$ cat src/rtl/video_pkg.sv
// video_pkg: sequencer state encoding and frame geometry shared with the image source
package video_pkg;
  typedef enum logic [2:0] {ST_IDLE, ST_KICK, ST_WAIT_VS, ST_ACTIVE, ST_GAP} state_t;
  localparam int VID_WIDTH = 768;
  localparam int VID_HEIGHT = 512;
endpackage

$ cat src/rtl/sync_edge_det.sv
// sync_edge_det: registers N source strobes and flags rising/falling edges on the registered copy
// Ports: HCLK/HRESETn clock and async active-low reset; d raw inputs; q registered copy;
//   rise/fall one-cycle edge strobes derived from q and its delayed copy
module sync_edge_det #(
  parameter int N = 3
) (
  input  logic         HCLK,
  input  logic         HRESETn,
  input  logic [N-1:0] d,
  output logic [N-1:0] q,
  output logic [N-1:0] rise,
  output logic [N-1:0] fall
);
  logic [N-1:0] q_d;
  always_ff @(posedge HCLK or negedge HRESETn)
    if (!HRESETn) begin
      q   <= '0;
      q_d <= '0;
    end else begin
      q   <= d;
      q_d <= q;
    end
  assign rise = q & ~q_d;
  assign fall = ~q & q_d;
endmodule

$ cat src/rtl/frame_sequencer.sv
// frame_sequencer: kicks the image source per frame, counts pixels/lines, gaps frames, flags errors
// Ports: HCLK/HRESETn clock and async active-low reset; run_i continuous mode, single_i one frame,
//   abort_i immediate stop; src_resetn_o source reset; src_vsync_i/src_hsync_i/src_de_i source timing;
//   busy_o, frame_done_o, frame_cnt_o, line_cnt_o status; err_len_o/err_to_o sticky errors
module frame_sequencer
  import video_pkg::*;
#(
  parameter int WIDTH       = VID_WIDTH,
  parameter int HEIGHT      = VID_HEIGHT,
  parameter int KICK_CYCLES = 4,
  parameter int GAP_CYCLES  = 1000,
  parameter int TIMEOUT     = 4096,
  parameter int FRAME_CNT_W = 16
) (
  input  logic                   HCLK,
  input  logic                   HRESETn,
  input  logic                   run_i,
  input  logic                   single_i,
  input  logic                   abort_i,
  output logic                   src_resetn_o,
  input  logic                   src_vsync_i,
  input  logic                   src_hsync_i,
  input  logic                   src_de_i,
  output logic                   busy_o,
  output logic                   frame_done_o,
  output logic [FRAME_CNT_W-1:0] frame_cnt_o,
  output logic [9:0]             line_cnt_o,
  output logic                   err_len_o,
  output logic                   err_to_o
);
  localparam int PW = $clog2(WIDTH + 2) + 1;
  localparam int KW = $clog2(KICK_CYCLES + 1);
  localparam int GW = $clog2(GAP_CYCLES + 1);
  localparam int TW = $clog2(TIMEOUT + 1);
  state_t        state;
  logic [KW-1:0] kick_cnt;
  logic [GW-1:0] gap_cnt;
  logic [TW-1:0] wd;
  logic [PW-1:0] pix;
  logic [2:0]    q, rise, fall;
  logic          vs_rise, vs_fall, de_fall, act, unused_hs;
  sync_edge_det #(.N(3)) u_sync (
    .HCLK   (HCLK),
    .HRESETn(HRESETn),
    .d      ({src_vsync_i, src_hsync_i, src_de_i}),
    .q      (q),
    .rise   (rise),
    .fall   (fall)
  );
  assign vs_rise   = rise[2];
  assign vs_fall   = fall[2];
  assign de_fall   = fall[0];
  assign act       = rise[2] | fall[2] | rise[0] | fall[0];
  assign unused_hs = ^{q[2:1], rise[1], fall[1]};
  always_ff @(posedge HCLK or negedge HRESETn)
    if (!HRESETn) begin
      state        <= ST_IDLE;
      src_resetn_o <= 1'b0;
      busy_o       <= 1'b0;
      frame_done_o <= 1'b0;
      frame_cnt_o  <= '0;
      line_cnt_o   <= '0;
      err_len_o    <= 1'b0;
      err_to_o     <= 1'b0;
      kick_cnt     <= '0;
      gap_cnt      <= '0;
      wd           <= '0;
      pix          <= '0;
    end else begin
      frame_done_o <= 1'b0;
      if (abort_i) begin
        state        <= ST_IDLE;
        src_resetn_o <= 1'b0;
        busy_o       <= 1'b0;
      end else
        case (state)
          ST_IDLE:
            if (run_i || single_i) begin
              state      <= ST_KICK;
              busy_o     <= 1'b1;
              err_len_o  <= 1'b0;
              err_to_o   <= 1'b0;
              kick_cnt   <= '0;
              line_cnt_o <= '0;
              pix        <= '0;
              wd         <= '0;
            end
          ST_KICK: begin
            line_cnt_o <= '0;
            pix        <= '0;
            wd         <= '0;
            kick_cnt   <= kick_cnt + 1'b1;
            if (kick_cnt == KW'(KICK_CYCLES - 1)) begin
              state        <= ST_WAIT_VS;
              src_resetn_o <= 1'b1;
            end
          end
          ST_WAIT_VS, ST_ACTIVE: begin
            wd <= act ? '0 : wd + 1'b1;
            if (!act && wd == TW'(TIMEOUT - 1)) begin
              err_to_o     <= 1'b1;
              src_resetn_o <= 1'b0;
              busy_o       <= 1'b0;
              state        <= ST_IDLE;
            end else if (state == ST_WAIT_VS) begin
              if (vs_fall) state <= ST_ACTIVE;
            end else begin
              // saturate so an overlong line can never alias back to WIDTH
              if (q[0] && pix != '1) pix <= pix + 1'b1;
              if (de_fall) begin
                line_cnt_o <= line_cnt_o + 10'd1;
                pix        <= '0;
                if (pix != PW'(WIDTH)) err_len_o <= 1'b1;
              end
              // a VSYNC rise before the last line means the source restarted: short frame
              if ((de_fall && line_cnt_o == 10'(HEIGHT - 1)) || vs_rise) begin
                state        <= ST_GAP;
                src_resetn_o <= 1'b0;
                gap_cnt      <= '0;
                if (de_fall && line_cnt_o == 10'(HEIGHT - 1)) begin
                  frame_done_o <= 1'b1;
                  frame_cnt_o  <= frame_cnt_o + 1'b1;
                end else
                  err_len_o <= 1'b1;
              end
            end
          end
          ST_GAP: begin
            gap_cnt <= gap_cnt + 1'b1;
            if (gap_cnt == GW'(GAP_CYCLES - 1)) begin
              state    <= run_i ? ST_KICK : ST_IDLE;
              busy_o   <= run_i;
              kick_cnt <= '0;
            end
          end
          default: begin
            state        <= ST_IDLE;
            src_resetn_o <= 1'b0;
            busy_o       <= 1'b0;
          end
        endcase
    end
endmodule
$ cat config.mk
export PLATFORM = sky130hd
export DESIGN_NAME = frame_sequencer
export DESIGN_NICKNAME = d
export VERILOG_FILES = /design/src/rtl/video_pkg.sv /design/src/rtl/sync_edge_det.sv /design/src/rtl/frame_sequencer.sv
export SDC_FILE = /design/constraint.sdc
export NUM_CORES = 1
export LEC_CHECK = 0
export BUFFER_PORTS_ARGS = -buffer_cell sky130_fd_sc_hd__buf_2
export CORE_MARGIN = 1
export CORE_UTILIZATION = 49
export DETAILED_ROUTE_END_ITERATION = 8
export PLACE_DENSITY_LB_ADDON = 0.1
export SYNTH_ARGS = -nofsm -noshare
export SYNTH_HDL_FRONTEND = slang
export SYNTH_HIERARCHICAL = 1
export SYNTH_SLANG_ARGS = --single-unit
$ cat constraint.sdc
create_clock -name HCLK -period 2.2 [get_ports HCLK]
set_input_delay 0.11 -clock HCLK [delete_from_list [all_inputs] [get_ports HCLK]]
set_output_delay 0.11 -clock HCLK [all_outputs]
set_load 0.05 [all_outputs]
==> flow_summary.ini, run 1 <==
[placement]
place_congestion = 0.825
dp.cells = 570
io_buffers = 37
hpwlAfterDp_microns = 6610

[worst_setup_path]
crit_required_ns = 2.46
crit_path_max_fanout = 7
crit_path_end_kind = flip-flop
ff2ff_setup_slack_ns = 0.15
critPathArrivalTime_ns = 2.31
reg2reg_from = u_sync/q[0]
rr_worst_depth = 6
critical_path_class = flip-flop to flip-flop
rr_endpoint = frame_cnt_o[11]
startpoint_type = flip-flop

[drt]
wl_met2_microns = 4490
top_layer = met4
drc = 0
first_iter_violations = 148
route.met3.wl_microns = 281
vias_per_cell = 5.90
drt-met1-wl_microns = 4380
finalWirelength_microns = 9330
vias = 3476
first_pass_iters = 4
antenna_left = 0
routedWlPerCell_microns = 15.8

[timing]
fin_worst_skew_ns = 0.0115
final.period_utilization_pct = 93.4
relSlewSlack_pct = 59.9
hold_viol = 0
slew_violations = 0
min_period_ns = 2.05
tns_ns = 0
fmax_mhz = 487
tightest_slew_ns = 0.598
setup_viol = 0
rsz0062_at_grt = no

[clock_tree]
tritoncts = yes
cts_root_buffer = clkbuf_8
clock_path_buffers = 2
clock_sinks = 75
clk-insertion-delay-late_ns = 0.35
numCtsBuffers = 9
cts.clk_slew.worst_paths_ns = 0.08
htree_levels = 3

[finish]
layout-drive-gt1-share_pct = 20.1
diodes = 0
utilization_pct = 60.3
nets = 498
final_cells = 589
area_growth_pct = 17.3

[global_route]
grt_max_degree = 40
grt_pass1_vias = 3420
track_usage_pct = 23.8
antenna_found_initial = 0
grt.overflow.total = 0
grt_pass1_wl_microns = 16100

[floorplanning]
die_h_microns = 92.7
start_util_pct = 51.4
fp.coreArea_sq_mm = 0.00785
io_pins = 39
dieArea_sq_mm = 0.00859
fp-row-count = 32
die_x_microns = 92.7

[hold_path]
min-delay-start = run_i
hold_path_depth = 4
hold_end = busy_o
hold_path_class = primary input to flip-flop

[pwr]
pwr-share-clk_pct = 30.4
leakagePower_nw = 2.25
power.density_mw_per_mm2 = 821
swShare_pct = 34.8
ir_worst_vdd_v = 0.000410
p_switching_mw = 1.35
pwr-share-comb_pct = 28.2
p_seq_share_pct = 41.4
p_int_mw = 2.53

[logic_synthesis]
synth_nets = 440
netlist_instances = 424
netlist_area_sq_mm = 0.00403
syn_area_per_cell_sq_um = 9.51
yosys_warnings = 6

[outcome]
status = complete, no violations

[run]
cap_viol_max_count = 0
## layer usage
layer,track usage [%],up-vias
met5,0,-
met4,9.36,0
met3,3.28,16
met2,39.8,64
met1,31.2,1699
li1,-,1697
## worst max-delay path, stage by stage (launching register included)
cell and delay (ns):
dfrtp_1 0.38, and2b_2 0.23, nand4b_1 0.24, nor4_4 0.38, and4_2 0.37, nand4_1 0.15
xnor2_1 0.21
## cell usage in the layout, fill, tap and decap left out, drive strengths merged, types with 4 or more instances in the layout
cell / instances
a21oi: 25
a22o: 6
a31oi: 11
and2: 5
and2b: 4
and3: 13
and4: 5
buf: 60
clkbuf: 10
dfrtp: 75
ha: 8
inv: 11
mux2: 4
nand2: 41
nand3: 25
nand4: 12
nor2: 35
nor3: 18
nor4: 7
o21a: 4
o21ai: 27
o31ai: 12
o41ai: 5
xnor2: 13
xor2: 10
## worst max path at each step
stage          slack, ns     startpoint  cells after the start         endpoint
6_report            0.15    u_sync/q[0]                      6  frame_cnt_o[11]
5_1_grt             0.02    u_sync/q[0]                      6       gap_cnt[7]
4_1_cts             0.12  u_sync/q_d[0]                      7    line_cnt_o[5]
3_5_place_dp        0.15    u_sync/q[0]                      6  frame_cnt_o[11]
3_3_place_gp        0.17  u_sync/q_d[0]                      7    line_cnt_o[7]
2_1_floorplan       0.06  line_cnt_o[2]                      6   frame_cnt_o[9]
## cell type report
type	count	area [sq um]
clock buffers	10	128
clock inverters	6	90.1
fillers	726	3120
inverters	11	41.3
multi-input cells	322	2060
flip-flops and latches	75	1880
well taps	102	128
repair buffers	63	403
## power by group through the flow
stage               Clock [mW]  Sequential [mW]  Combinational [mW]
detailed placement           0             1.63                1.07
global placement             0             1.63                1.05
CTS                       1.21             1.61                1.08
floorplan                    0             1.76               0.594
global route              1.26             1.63                1.20
finish                    1.18             1.61                1.09
## registers in the layout, summed over array words and instances (netlist names)
| signal | cells |
|---|---|
| err_len_o | 1 |
| pix | 11 |
| frame_done_o | 1 |
| busy_o | 1 |
| u_sync/q_d | 2 |
| kick_cnt | 3 |
| frame_cnt_o | 16 |
| src_resetn_o | 1 |
| u_sync/q | 2 |
| err_to_o | 1 |
| gap_cnt | 10 |
| state | 3 |
| wd | 13 |
| line_cnt_o | 10 |
## through the flow
| stage | cell area, sq um | power, mW | setup slack (ns) | hold slack [ns] |
|---|---|---|---|---|
| finish | 4730 | 3.88 | 0.146 | 0.240 |
| global route | 4730 | 4.10 | 0.0244 | 0.303 |
| CTS | 4710 | 3.90 | 0.124 | 0.232 |
| detailed placement | 4470 | 2.70 | 0.148 | 0.124 |
| global placement | 4470 | 2.69 | 0.171 | 0.124 |
| floorplan | 4030 | 2.35 | 0.0593 | -0.186 |
## timing repair
item,CTS,global route
resized for setup,0,3
setup endpoints to repair,0,12
hold endpoints to repair,40,0
hold buffers,3,0
buffers inserted,0,0
Power figures use the tool's default switching activity.
==> run 2: changes to the inputs <==
--- a/config.mk
+++ b/config.mk
@@ -10,6 +10,7 @@
 export CORE_UTILIZATION = 49
 export DETAILED_ROUTE_END_ITERATION = 8
 export PLACE_DENSITY_LB_ADDON = 0.1
+export REMOVE_ABC_BUFFERS = 1
 export SYNTH_ARGS = -nofsm -noshare
 export SYNTH_HDL_FRONTEND = slang
 export SYNTH_HIERARCHICAL = 1
==> flow_summary.ini, run 2 (synthesis gave the netlist of run 1 again) <==
[drt]
vias_per_cell = 5.86
first_pass_iters = 7
first_iter_violations = 157
vias = 3444
antenna_left = 0
finalWirelength_microns = 9030
drc = 2
routedWlPerCell_microns = 15.4

[floorplanning]
io_pins = 39
die_x_microns = 92.7
fp-row-count = 32
die_h_microns = 92.7
dieArea_sq_mm = 0.00859
start_util_pct = 51.4
fp.coreArea_sq_mm = 0.00785

[global_route]
grt.overflow.total = 0
track_usage_pct = 22.2
grt_max_degree = 76
grt_pass1_vias = 3284
antenna_found_initial = 0
grt_pass1_wl_microns = 15200

[worst_setup_path]
slowest_delay_ns = 0.41
crit_required_ns = 2.48
critPathArrivalTime_ns = 2.35
worstSetupStartpoint = line_cnt_o[0]
reg2reg_from = line_cnt_o[0]
rr_worst_depth = 6
crit_path_end_kind = flip-flop
cp_top_family = simple AND/OR/NAND/NOR gates
critical_path_class = flip-flop to flip-flop
crit_path_max_fanout = 7
crit_buf_inv = 0
path_cells = ha_1, nand4b_1, nor4_4, and4_2, and3_1, xor2_1
startpoint_type = flip-flop
cp-endpoint = frame_cnt_o[15]
rr_endpoint = frame_cnt_o[15]
cp_num_cells = 6
crit_path_top_delay_cell = dfrtp_1
ff2ff_setup_slack_ns = 0.13

[finish]
final_common_cell = dfrtp_1
diodes = 0
area_growth_pct = 17.3
seqCellArea_sq_mm = 0.00188
largest_registers = frame_cnt_o: 16 flops, wd: 13 flops, pix: 11 flops
final_area_sq_mm = 0.00473
largest_register_ffs = 16
regMostFlops = frame_cnt_o
nets = 497
multiInputGateArea_sq_mm = 0.00206
n_fill_cell = 703
layout-drive-gt1-share_pct = 20.0
final_cell_mix = dfrtp_1 (75), nand2_1 (41), buf_2 (36)

[hold_path]
hold_path_class = primary input to flip-flop

[placement]
place_congestion = 0.914
hpwlAfterDp_microns = 6330
placed_cell_area_sq_mm = 0.00446
dp_slack_ns = 0.109
io_buffers = 37

[outcome]
status = complete, but fails checks
violations = DRC

[timing]
relSlewSlack_pct = 57.5
tightest_slew_ns = 0.634
tns_ns = 0
slew_violations = 0
timing.final.ws_setup_ns = 0.135
min_period_ns = 2.07
rsz0062_at_grt = no
fmax_mhz = 484
hold_viol = 0
setup_viol = 0
fin_worst_skew_ns = 0.0102
final.period_utilization_pct = 93.9

[run]
cap_viol_max_count = 0

[pwr]
finalPower_mw = 3.90
ir_worst_vdd_v = 0.000688
leakagePower_nw = 2.25
power.density_mw_per_mm2 = 825

[clock_tree]
cts.clk_slew.worst_paths_ns = 0.09
clock_path_buffers = 2
clk-insertion-delay-late_ns = 0.36
numCtsBuffers = 9
cts_root_buffer = clkbuf_8
tritoncts = yes
clock_sinks = 75
htree_levels = 3
==> run 2: worst min path at each step <==
stage             from  endpoint  slack, ns  cells after the start
5_1_grt          run_i    busy_o       0.27                      4
3_5_place_dp   HRESETn     wd[8]       0.16                      2
3_3_place_gp   HRESETn     wd[9]       0.16                      2
2_1_floorplan  HRESETn    busy_o      -0.19                      0
4_1_cts          run_i    busy_o       0.22                      4
6_report         run_i    busy_o       0.21                      4
==> run 2: repair_timing <==
action	CTS	global route
setup buffers	0	0
setup endpoints to repair	0	11
resized for setup	0	4
endpoints found under the hold margin	77	0
hold buffers	3	0
==> run 2: layout make-up <==
type,instances,share of cell area [%]
multi-input cells,322,43.6
flip-flops and latches,75,39.7
repair buffers,62,8.36
well taps,102,2.70
clock buffers,9,2.62
clock inverters,7,2.09
inverters,11,0.873
==> run 2: per-layer routing <==
layer  wire length, microns  track usage (%)  up-vias
met1                   4220             29.3     1667
met3                    332             4.52       17
li1                       -                -     1689
met2                   4340             36.8       71
met5                      0                0        -
met4                    135             7.18        0
==> run 2: metrics by stage <==
stage          utilization, %  hold WS [ns]  cells
2_1_floorplan               -        -0.186    408
3_3_place_gp             56.8         0.162    569
3_5_place_dp             56.8         0.164    569
4_1_cts                  60.0         0.221    588
5_1_grt                  60.2         0.273    588
6_report                 60.2         0.214    588
==> run 2: worst reg2reg max path, cell delays in order, from the launching register on <==
cell and delay [ns]:
dfrtp_1 0.41, ha_1 0.21, nand4b_1 0.27, nor4_4 0.39, and4_2 0.37, and3_1 0.20
xor2_1 0.15
==> run 2: power by group <==
group / internal [mW] / total (mW) / switching, mW
logic: 0.377 / 1.08 / 0.704
registers: 1.50 / 1.61 / 0.113
clock network: 0.648 / 1.21 / 0.557
